File: config.mk
export PLATFORM = sky130hd
export DESIGN_NAME = spt_steal_arb
export DESIGN_NICKNAME = d
export VERILOG_FILES = /design/src/rtl/spt_steal_arb.sv
export SDC_FILE = /design/constraint.sdc
export NUM_CORES = 1
export LEC_CHECK = 0
export ABC_AREA = 1
export CAP_MARGIN = 30
export CORE_MARGIN = 5
export CORE_UTILIZATION = 29
export CTS_BUF_LIST = sky130_fd_sc_hd__clkbuf_8
export CTS_CLUSTER_DIAMETER = 40
export DETAILED_ROUTE_END_ITERATION = 6
export PLACE_DENSITY = 0.79
export SKIP_LAST_GASP = 1
export SYNTH_ARGS = -nofsm -noshare
export SYNTH_HDL_FRONTEND = slang
export SYNTH_SLANG_ARGS = --single-unit
File: constraint.sdc
create_clock -name DSPCLK -period 2.02 [get_ports DSPCLK]
set_clock_uncertainty 0.2 [all_clocks]
set_input_delay 0.404 -clock DSPCLK [delete_from_list [all_inputs] [get_ports DSPCLK]]
set_output_delay 0.404 -clock DSPCLK [all_outputs]
set_load 0.01 [all_outputs]
File: src/rtl/spt_steal_arb.sv
// spt_steal_arb
// Cycle-steal arbiter for serial-port autobuffer, host and BDMA memory
// transfers. Picks one of NCH requesting channels per cycle, and raises SREQ
// when the steal window is open. Consecutive steals are limited to MAX_BURST
// before one core cycle is given back.
//
// Ports:
//   DSPCLK        system clock
//   RST           asynchronous, active-high reset
//   GO_EX, STBY   core executing / standby: steal window open
//   HOLD          emulator halt; suppresses channels flagged in ICE_MASK
//   REQ[NCH]      per-channel level request, held until ACK
//   ICE_MASK[NCH] channel suppressed while HOLD=1
//   DIR[NCH]      1 = channel writes memory, 0 = channel reads memory
//   PM_SEL[NCH]   1 = channel targets PM, 0 = DM
//   CH_DATA       channel write data, channel i at [i*DW +: DW]
//   GNT[NCH]      one-hot combinational grant (not gated by SREQ)
//   ACK[NCH]      registered one-cycle service acknowledge
//   SREQ          steal request this cycle
//   STEAL         registered SREQ
//   DMS_WR/DMS_RD/PMS_WR/PMS_RD  memory cycle requests for the granted channel
//   DMD_OE, DMD_DO               DMD bus drive enable and data (0 when idle)
//
// Handshake: a channel holds REQ high until it sees ACK. ACK arrives exactly
// one clock after the SREQ cycle that granted it; the channel is ineligible
// in the ACK cycle, so it either drops REQ then or keeps it up for the next
// word and is considered again on the following cycle.
module spt_steal_arb #(
  parameter int NCH       = 6,
  parameter int DW        = 16,
  parameter int RR_EN     = 0,
  parameter int MAX_BURST = 4
) (
  input  logic              DSPCLK,
  input  logic              RST,
  input  logic              GO_EX,
  input  logic              STBY,
  input  logic              HOLD,
  input  logic [NCH-1:0]    REQ,
  input  logic [NCH-1:0]    ICE_MASK,
  input  logic [NCH-1:0]    DIR,
  input  logic [NCH-1:0]    PM_SEL,
  input  logic [NCH*DW-1:0] CH_DATA,
  output logic [NCH-1:0]    GNT,
  output logic [NCH-1:0]    ACK,
  output logic              SREQ,
  output logic              STEAL,
  output logic              DMS_WR,
  output logic              DMS_RD,
  output logic              PMS_WR,
  output logic              PMS_RD,
  output logic              DMD_OE,
  output logic [DW-1:0]     DMD_DO
);

  localparam int PW = (NCH > 1) ? $clog2(NCH) : 1;
  localparam int BW = (MAX_BURST > 0) ? $clog2(MAX_BURST + 1) : 1;

  logic [NCH-1:0] mreq;
  logic [NCH-1:0] g;
  logic [PW-1:0]  ptr;
  logic [PW-1:0]  gidx;
  logic [BW-1:0]  bcnt;
  logic           win;
  logic           gap;

  // Eligibility, steal window and burst gap.
  always_comb begin
    mreq = REQ & ~({NCH{HOLD}} & ICE_MASK) & ~ACK;
    win  = GO_EX | STBY | STEAL;
    gap  = (MAX_BURST != 0) && (bcnt == BW'(MAX_BURST));
    SREQ = win & ~gap & (|mreq);
  end

  // Priority scan. Fixed mode starts at channel 0; round-robin mode starts
  // at ptr and wraps, so the channel after the last grant is favoured.
  always_comb begin
    logic          found;
    logic [PW-1:0] idx;
    GNT   = '0;
    gidx  = '0;
    found = 1'b0;
    idx   = '0;
    for (int k = 0; k < NCH; k++) begin
      if (RR_EN != 0) idx = PW'((int'(ptr) + k) % NCH);
      else            idx = PW'(k);
      if (!found && mreq[idx]) begin
        found    = 1'b1;
        GNT[idx] = 1'b1;
        gidx     = idx;
      end
    end
  end

  // Memory cycle requests and DMD drive for the granted channel.
  always_comb begin
    g      = {NCH{SREQ}} & GNT;
    DMS_WR = |(g &  DIR & ~PM_SEL);
    DMS_RD = |(g & ~DIR & ~PM_SEL);
    PMS_WR = |(g &  DIR &  PM_SEL);
    PMS_RD = |(g & ~DIR &  PM_SEL);
    DMD_OE = DMS_WR | PMS_WR;
    DMD_DO = '0;
    // g is one-hot or zero, so at most one slice is selected.
    for (int i = 0; i < NCH; i++) begin
      if (g[i] && DIR[i]) DMD_DO = CH_DATA[i*DW +: DW];
    end
  end

  always_ff @(posedge DSPCLK or posedge RST) begin
    if (RST) begin
      ACK   <= '0;
      STEAL <= 1'b0;
      bcnt  <= '0;
      ptr   <= '0;
    end else begin
      ACK   <= g;
      STEAL <= SREQ;
      // gap forces SREQ low at MAX_BURST, so bcnt never passes it.
      bcnt  <= SREQ ? bcnt + 1'b1 : '0;
      if ((RR_EN != 0) && (NCH > 1) && SREQ)
        ptr <= (gidx == PW'(NCH - 1)) ? '0 : gidx + 1'b1;
    end
  end

endmodule
# Word level (Yosys, flattened, before mapping)
# Index checks and enable logic that the tools add are counted.
[op_classes] add_sub_neg=1 eq_ne=1 n_mux=18 n_bitwise=20 reduce_logical=21
[ops] op="two-way mux 16 bit" n=6
[ops] op="AND 6 bit" n=10
[ops] op="OR reduction 6 bit" n=5
[ops] op="NOT 6 bit" n=4
[ops] op="logical AND 1 bit" n=11
[ops] op="two-way mux 1 bit" n=6
[ops] op="two-way mux 3 bit" n=2
[ops] op="two-way mux 6 bit" n=1
[ops] op="zero test 1 bit" n=5
[ops] op="two-way mux 5 bit" n=1
[ops] op="two-way mux 4 bit" n=1
[ops] op="adder 3 x 1 -> 3 bit, second input constant" n=1
[ops] op="== test 3 bit, second input constant" n=1
[ops] op="bitwise OR 1 bit" n=3
[ops] op="AND 1 bit" n=2
[ops] op="two-way mux 2 bit" n=1
[ops] op="NOT 1 bit" n=1
[totals] ff_bits=10 in_bits=125 output_inout_bits=35 word_cells=64

# Logic depth before layout (Yosys ltp)
# Gate-level depths: netlist (run 1).
[logic_depth] ltp_word=28 mapped_depth=13 depth_no_buf=12

# Worst setup path before layout (run 1)
# OpenSTA, ideal clock, no wires.
[synth_timing] kind="register to output" from="reg bcnt[0]" to="out DMD_DO[10]" arrival_time_ps=1618 required_time_ps=1416 path_slack_ps=-202 path_stages_with_launch=12 path_buffers=2 path_cell_list="dfrtp_1 > inv_1 > ha_1 > a21oi_4 > inv_2 > nor2_2 > buf_6 > buf_6 > nand4_1 > nand3_1 > nor2_1 > nand3_1"
[synth_via] elab_chain_cells=12 elab_cells_between_ends=17 classes_between="1 x eq/ne; 6 x mux; 4 x bitwise; 6 x reduce/logical"
[synth_rtl] item="from (decl)" line="63" source="logic [BW-1:0] bcnt;"
[synth_rtl] item="from (signal assigned)" line="120" source="bcnt <= SREQ ? bcnt + 1'b1 : '0;"
[synth_rtl] item="== test 3 bit *" line="71" source="gap = (MAX_BURST != 0) && (bcnt == BW'(MAX_BURST));"
[synth_rtl] item="NOT 1 bit *" line="72" source="SREQ = win & ~gap & (|mreq);"
[synth_rtl] item="AND 1 bit * (2 in series)" line="72"
[synth_rtl] item="named net SREQ" line="46" source="output logic SREQ,"
[synth_rtl] item="AND 6 bit *" line="97" source="g = {NCH{SREQ}} & GNT;"
[synth_rtl] item="logical AND 1 bit" line="106" source="if (g[i] && DIR[i]) DMD_DO = CH_DATA[i*DW +: DW];"
[synth_rtl] item="two-way mux 16 bit (5 in series)" line="106"
[synth_rtl] item="two-way mux 16 bit *" line="106"
[synth_rtl] item="to (decl)" line="53" source="output logic [DW-1:0] DMD_DO"
# The timed path passes the listed nets; every way through them passes the cells marked *.

# Worst setup path in the final report (run 1)
[layout_timing] from="reg bcnt[1]" to="out DMD_OE"
[layout_via] elab_chain_cells=9 elab_cells_between_ends=11 classes_between="1 x eq/ne; 8 x bitwise; 2 x reduce/logical"
[layout_rtl] item="== test 3 bit *" line="71"
[layout_rtl] item="NOT 1 bit *" line="72"
[layout_rtl] item="AND 1 bit * (2 in series)" line="72"
[layout_rtl] item="AND 6 bit *" line="97"
[layout_rtl] item="AND 6 bit *" line="98, 100"
[layout_rtl] item="AND 6 bit, on equally long branches" line="98, 100"
[layout_rtl] item="OR reduction 6 bit, on equally long branches" line="98, 100"
[layout_rtl] item="bitwise OR 1 bit *" line="102" source="DMD_OE = DMS_WR | PMS_WR;"
[layout_rtl] item="to (decl)" line="52" source="output logic DMD_OE,"
# Mark *: on every way between the ends. The rest lies on a longest branch, timed or not.

==> metrics.md, run 1 <==
| Metric | Value |
|---|---|
| Hold_buf cts | 0 |
| Total grt overflow | 0 |
| Fmax | 378 MHz |
| Post-synth top area share | 0.204 |
| Routed wire length | 9040 um |
| Antenna violations before repair | 0 |
| Post-synth top cells | nand2_1, nor2_1, inv_1 |
| Clock sinks | 10 |
| Worst EP required | 1.42 ns |
| Slew of the pin with the lowest slew margin | 0.415 ns |
| Compound-Gate Fraction of Synth Area | 0.0168 |
| Critical Path End Type | output pin |
| Status | complete, but fails checks |
| DRC Markers | 0 |
| Max-cap viol count | 0 |
| Final HPWL DP | 6690 um |
| I/O pin cnt | 160 |
| CTS tree | done |
| Net count after synthesis | 424 |
| Detail Route Antenna Nets | 0 |
| Largest area contributor in the netlist | nand2_1 |
| Register area share after synthesis | 0.146 |
| DRT iter0 DRCs | 116 |
| Synth async-reset ratio | 1.00 |
| Die area | 7530 um2 |
| Top_reg_cell synth | dfrtp_1 |
| Max_slew headroom | 0.723 |
| Die width | 86.8 um |
| RD Place Congestion | 0.846 |
| Final setup fails | 25 |
| Layout cells sized above 1 | 0.310 |
| FF-to-FF setup slack | 0.18 ns |
| RSZ-0062 raised after global routing | true |
| Adder-cell share of the synthesized area | 0.0146 |
| Post-synthesis mux area share | 0 |
| DP Worst Slack | -1.21 ns |
| Num rows | 28 |
| Vias per Instance | 4.69 |
| Drt pass-1 iters | 4 |
| Arr. time, crit path | 2.04 ns |
| Clk_lat worst skew | 0.25 ns |
| Number of global-route vias before repair | 2,927 |
| First-pass GRT wire length | 13,300 um |
| Period minus WS final | 2.65 ns |
| Violated checks | setup timing |
| Leakage power | 2.17 nW |
| Pwr dens | 568 nW/um2 |
| Worst Path Max Fanout | 5 |
| Largest net degree at the start of global routing | 17 |
| # diodes | 0 |
| Setup WS post-layout | -0.627 ns |
| Post-Syn Instances | 297 |
| Final period util | 1.31 |
| Synth Area in Simple Gates | 0.669 |
| H-tree depth | 1 |
| Top-count cell post-synth | nand2_1 |
| Reg2reg start | bcnt[1] |
| Critical Path Start Type | register |
| Synth Register Bits | 10 |
| Warnings, synthesis | 0 |
| Worst R2R End | bcnt[1] |
| EDFF count, synth | 0 |
| TritonCTS buffer count | 3 |
| Yosys cell types | 28 |
| Max-slew violations | 0 |
| Total track usage | 0.221 |
| IO Port Bufs | 159 |
| Final-layout fill cell count | 475 |
| Layout area overhead | 145% |
| Final hold vios | 0 |
| Syn_area_per_cell | 5.76 um2 |
| Worst hold path type | input port to asynchronous set/reset pin |
| Ranking of synthesized cells by area | nand2_1, dfrtp_1, nand3_1 |
| Deepest clock path buffer count | 2 |
| Layout net count | 648 |
| Final hold slack | 0.255 ns |
| Peak supply drop | 0.482 mV |
| Die Y | 86.8 um |
| Initial Utilization | 0.294 |
| Root buffer cell | clkbuf_8 |
| Cells on worst reg2reg path | 10 |
| Vias | 2,789 |
| Clock-pin slew on the worst setup and hold paths | 0.05 ns |
| Post-synthesis xor/xnor area fraction | 0.00512 |
| CP Class | register to output pin |
| DR WL/cell | 15.2 um |
| Largest family of logic cells by synthesized area | simple AND/OR/NAND/NOR gates |
| Core area | 5820 um2 |
| Area of the mapped netlist | 1710 um2 |
==> stage by stage <==
step	std cells	TNS, ns	utilization	area [um2]	total power, mW
global placement	564	-29.37	0.644	3750	1.77
global route	595	-16.00	0.720	4190	2.53
finish	595	-13.40	0.720	4190	2.38
CTS	584	-11.79	0.691	4020	2.24
detailed placement	564	-30.71	0.644	3750	1.80
floorplan	297	-1.77	-	1740	0.933
==> how the worst max path moves through the flow <==
stage / startpoint / endpoint / slack, ns / cells past startpoint
4_1_cts: bcnt[1] / DMD_DO[14] / -0.60 / 12
3_3_place_gp: HOLD / DMD_OE / -1.16 / 14
2_1_floorplan: bcnt[0] / DMD_DO[10] / -0.16 / 11
6_report: bcnt[1] / DMD_OE / -0.63 / 14
5_1_grt: bcnt[1] / DMD_OE / -0.76 / 14
3_5_place_dp: HOLD / DMD_DO[7] / -1.21 / 11
==> layer usage <==
layer / share of wire / up-vias / track usage / wire length (um)
met5: 0 / - / 0 / 0
met4: 0.019 / 0 / 0.0822 / 172
met3: 0.065 / 16 / 0.0333 / 590
met2: 0.57 / 124 / 0.441 / 5110
met1: 0.35 / 1270 / 0.225 / 3160
li1: - / 1379 / - / -
==> cells by family after synthesis <==
family	count (synthesis)
compound gates	3
simple gates	225
xor+xnor	1
fa+ha+maj	2
flops	10
buf+inv	56
==> layout by cell type (no fill, tap or decap), drive strengths merged <==
master and n:
clkbuf 5, dlygate4sd2 12, nand3 48, a21oi 2, clkdlybuf4s15 3, clkdlybuf4s50 116
buf 97, nand4 17, nand2 98, o31ai 1, inv 46, xnor2 1
nor3 4, nor2 56, nand3b 2, dfrtp 10, ha 2
==> critical path, cell delays in order (launching register included) <==
cell and delay [ns]:
dfrtp_1 0.36, inv_1 0.05, ha_2 0.19, a21oi_4 0.24, inv_2 0.07, nor2_4 0.14
buf_12 0.13, buf_12 0.11, nand2_8 0.05, nor2_4 0.07, nand2_1 0.06, nand2_1 0.08
nor2_2 0.05, nand2_1 0.05, buf_2 0.13
==> layout make-up <==
type | count | area (um2) | share of cell area
sequential | 10 | 250 | 0.0598
inverter | 46 | 175 | 0.0418
tap | 75 | 93.8 | 0.0224
clock buffer | 4 | 55.1 | 0.0132
multi-input combinational | 231 | 1380 | 0.329
timing repair buffer | 229 | 2230 | 0.534
==> state kept, by name (all words and copies together), names as in the netlist <==
name and cells:
ACK 6, STEAL 1, bcnt 3
==> power by group <==
group | switching [mW] | leakage (nW) | total [mW] | internal, mW
clock | 0.0917 | 0.0288 | 0.264 | 0.172
sequential | 0.0381 | 0.128 | 0.295 | 0.257
combinational | 0.805 | 2.01 | 1.82 | 1.02
total | 0.935 | 2.17 | 2.38 | 1.44
==> repair_timing <==
item | 4_1_cts | 5_1_grt
resized for setup | 176 | 29
hold endpoints to repair | 0 | 0
cloned | 2 | 1
endpoints found under the setup margin | 28 | 27
pin swaps | 35 | 35
buffers inserted | 16 | 14
Note: power is estimated with default switching activity, not from simulation.
==> run 2: changes to the inputs <==
--- a/config.mk
+++ b/config.mk
@@ -13,7 +13,7 @@
 export CTS_CLUSTER_DIAMETER = 40
 export DETAILED_ROUTE_END_ITERATION = 6
 export PLACE_DENSITY = 0.79
-export SKIP_LAST_GASP = 1
+export SKIP_CTS_REPAIR_TIMING = 1
 export SYNTH_ARGS = -nofsm -noshare
 export SYNTH_HDL_FRONTEND = slang
 export SYNTH_SLANG_ARGS = --single-unit
==> run 2 against run 1 <==
The flow still finishes with violations (setup timing). Clock power decreased by 3%. Critical endpoint is now SREQ. Non-clock buffer count shrank 14. Count of clock-buffer cells in the layout unchanged. Cell area increased by 1.3%. Sequential power barely moved.
==> metrics.md, run 2 (synthesized netlist as in run 1, its figures left out) <==
| Metric | Value |
|---|---|
| Final period util | 1.29 |
| RSZ-0062 raised after global routing | true |
| Final HPWL DP | 6690 um |
| Max-slew violations | 0 |
| Total track usage | 0.204 |
| Number of global-route vias before repair | 2,763 |
| Pwr dens | 542 nW/um2 |
| Core area | 5820 um2 |
| Die width | 86.8 um |
| Die area | 7530 um2 |
| Period minus WS final | 2.61 ns |
| Peak supply drop | 0.364 mV |
| Num rows | 28 |
| Biggest register | ACK |
| Antenna violations before repair | 0 |
| Routed wl met2 | 5310 um |
| CP top delay family | buffers and inverters |
| Largest net degree at the start of global routing | 17 |
| CP Class | register to output pin |
| Final hold vios | 0 |
| FF-to-FF setup slack | 0.35 ns |
| Final core occ | 0.729 |
| Max FFs per register | 6 |
| H-tree depth | 1 |
| Top Registers | ACK x6, bcnt x3, STEAL x1 |
| Worst R2R End | ACK[1] |
| Initial Utilization | 0.294 |
| Fmax | 384 MHz |
| Layout cells sized above 1 | 0.340 |
| DRC Markers | 0 |
| Worst Path Max Fanout | 12 |
| Vias per Instance | 4.77 |
| DR top layer | met4 |
| Arr. time, crit path | 2.00 ns |
| Vias | 2,774 |
| WL met3 | 644 um |
| Drt pass-1 iters | 5 |
| Layout area overhead | 148% |
| Most frequent cells in the layout | clkdlybuf4s50_1, nand2_1, inv_1 |
| Reg2reg start | bcnt[1] |
| Clock sinks | 10 |
| Design area | 4240 um2 |
| CP peak stage delay | 0.56 ns |
| Root buffer cell | clkbuf_8 |
| Worst EP required | 1.42 ns |
| Detail Route Antenna Nets | 0 |
| Critical Path End Type | output pin |
| # diodes | 0 |
| Final setup fails | 25 |
| Crit-path slowest cell | clkdlybuf4s50_1 |
| Cells on worst reg2reg path | 9 |
| Routed metal-1 wire length | 2990 um |
| Most common cell after layout, fill and taps aside | clkdlybuf4s50_1 |
| IO Port Bufs | 159 |
| Leakage power | 2.30 nW |
| Total grt overflow | 0 |
| Die Y | 86.8 um |
| RD Place Congestion | 0.846 |
| DR WL/cell | 15.7 um |
| CTS tree | done |
| Cells along the critical path | inv_1 > ha_2 > a21oi_4 > inv_2 > nor2_4 > buf_6 > clkdlybuf4s50_1 |
| Area post-placement | 3750 um2 |
| Status | complete, but fails checks |
| Setup WS post-layout | -0.587 ns |
| Clock-pin slew on the worst setup and hold paths | 0.05 ns |
| Routed wire length | 9130 um |
| Crit path buf inv count | 4 |
| Max-cap viol count | 0 |
| First-pass GRT wire length | 12,300 um |
| DRT iter0 DRCs | 96 |
| I/O pin cnt | 160 |
| Clk_lat worst skew | 0.24 ns |
| TritonCTS buffer count | 3 |
| Deepest clock path buffer count | 2 |
| Layout net count | 634 |
| Max_slew headroom | 0.726 |
| Violated checks | setup timing |
| Worst hold path type | input port to asynchronous set/reset pin |
| Slew of the pin with the lowest slew margin | 0.410 ns |
| Critical Path Start Type | register |
run 2: worst max path at each step:
stage | from | endpoint | slack [ns] | cells past startpoint
finish | bcnt[1] | SREQ | -0.59 | 7
global route | bcnt[0] | DMD_OE | -0.68 | 13
CTS | HOLD | DMD_OE | -1.24 | 14
detailed placement | HOLD | DMD_DO[7] | -1.21 | 11
global placement | HOLD | DMD_OE | -1.16 | 14
floorplan | bcnt[0] | DMD_DO[10] | -0.16 | 11
run 2: worst reg2reg max path, cell delays in order (launching register included):
cell and delay, ns:
dfrtp_1 0.35, inv_1 0.05, ha_2 0.18, a21oi_4 0.19, inv_2 0.07, nor2_4 0.18
buf_8 0.17, nand2_8 0.06, inv_2 0.07, buf_4 0.10
run 2: area by class of cell:
| type | count | area (um2) |
|---|---|---|
| multi-input cells | 231 | 1500 |
| fillers | 463 | 1570 |
| well taps | 75 | 93.8 |
| repair buffers | 215 | 2170 |
| clock buffers | 4 | 55.1 |
| flip-flops and latches | 10 | 250 |
| inverters | 46 | 175 |
run 2: metrics by stage:
step | hold WS (ns) | instances | setup slack [ns] | power [mW] | TNS, ns
final | 0.270 | 581 | -0.587 | 2.30 | -12.04
after global routing | 0.320 | 581 | -0.678 | 2.44 | -14.10
after CTS | 0.262 | 568 | -1.24 | 2.07 | -30.50
after detailed placement | 0.321 | 564 | -1.21 | 1.80 | -30.71
after global placement | 0.305 | 564 | -1.16 | 1.77 | -29.37
after floorplan | 0.0442 | 297 | -0.161 | 0.933 | -1.77
run 2: power breakdown:
group / internal, mW / switching (mW) / total (mW)
registers: 0.257 / 0.0377 / 0.295
clock network: 0.172 / 0.0851 / 0.257
logic: 0.949 / 0.797 / 1.75
total: 1.38 / 0.920 / 2.30
run 2: layer usage:
metal | up-vias | global-route usage
li1 | 1349 | -
met1 | 1282 | 0.214
met2 | 126 | 0.402
met3 | 17 | 0.0295
met4 | 0 | 0.0722
met5 | - | 0
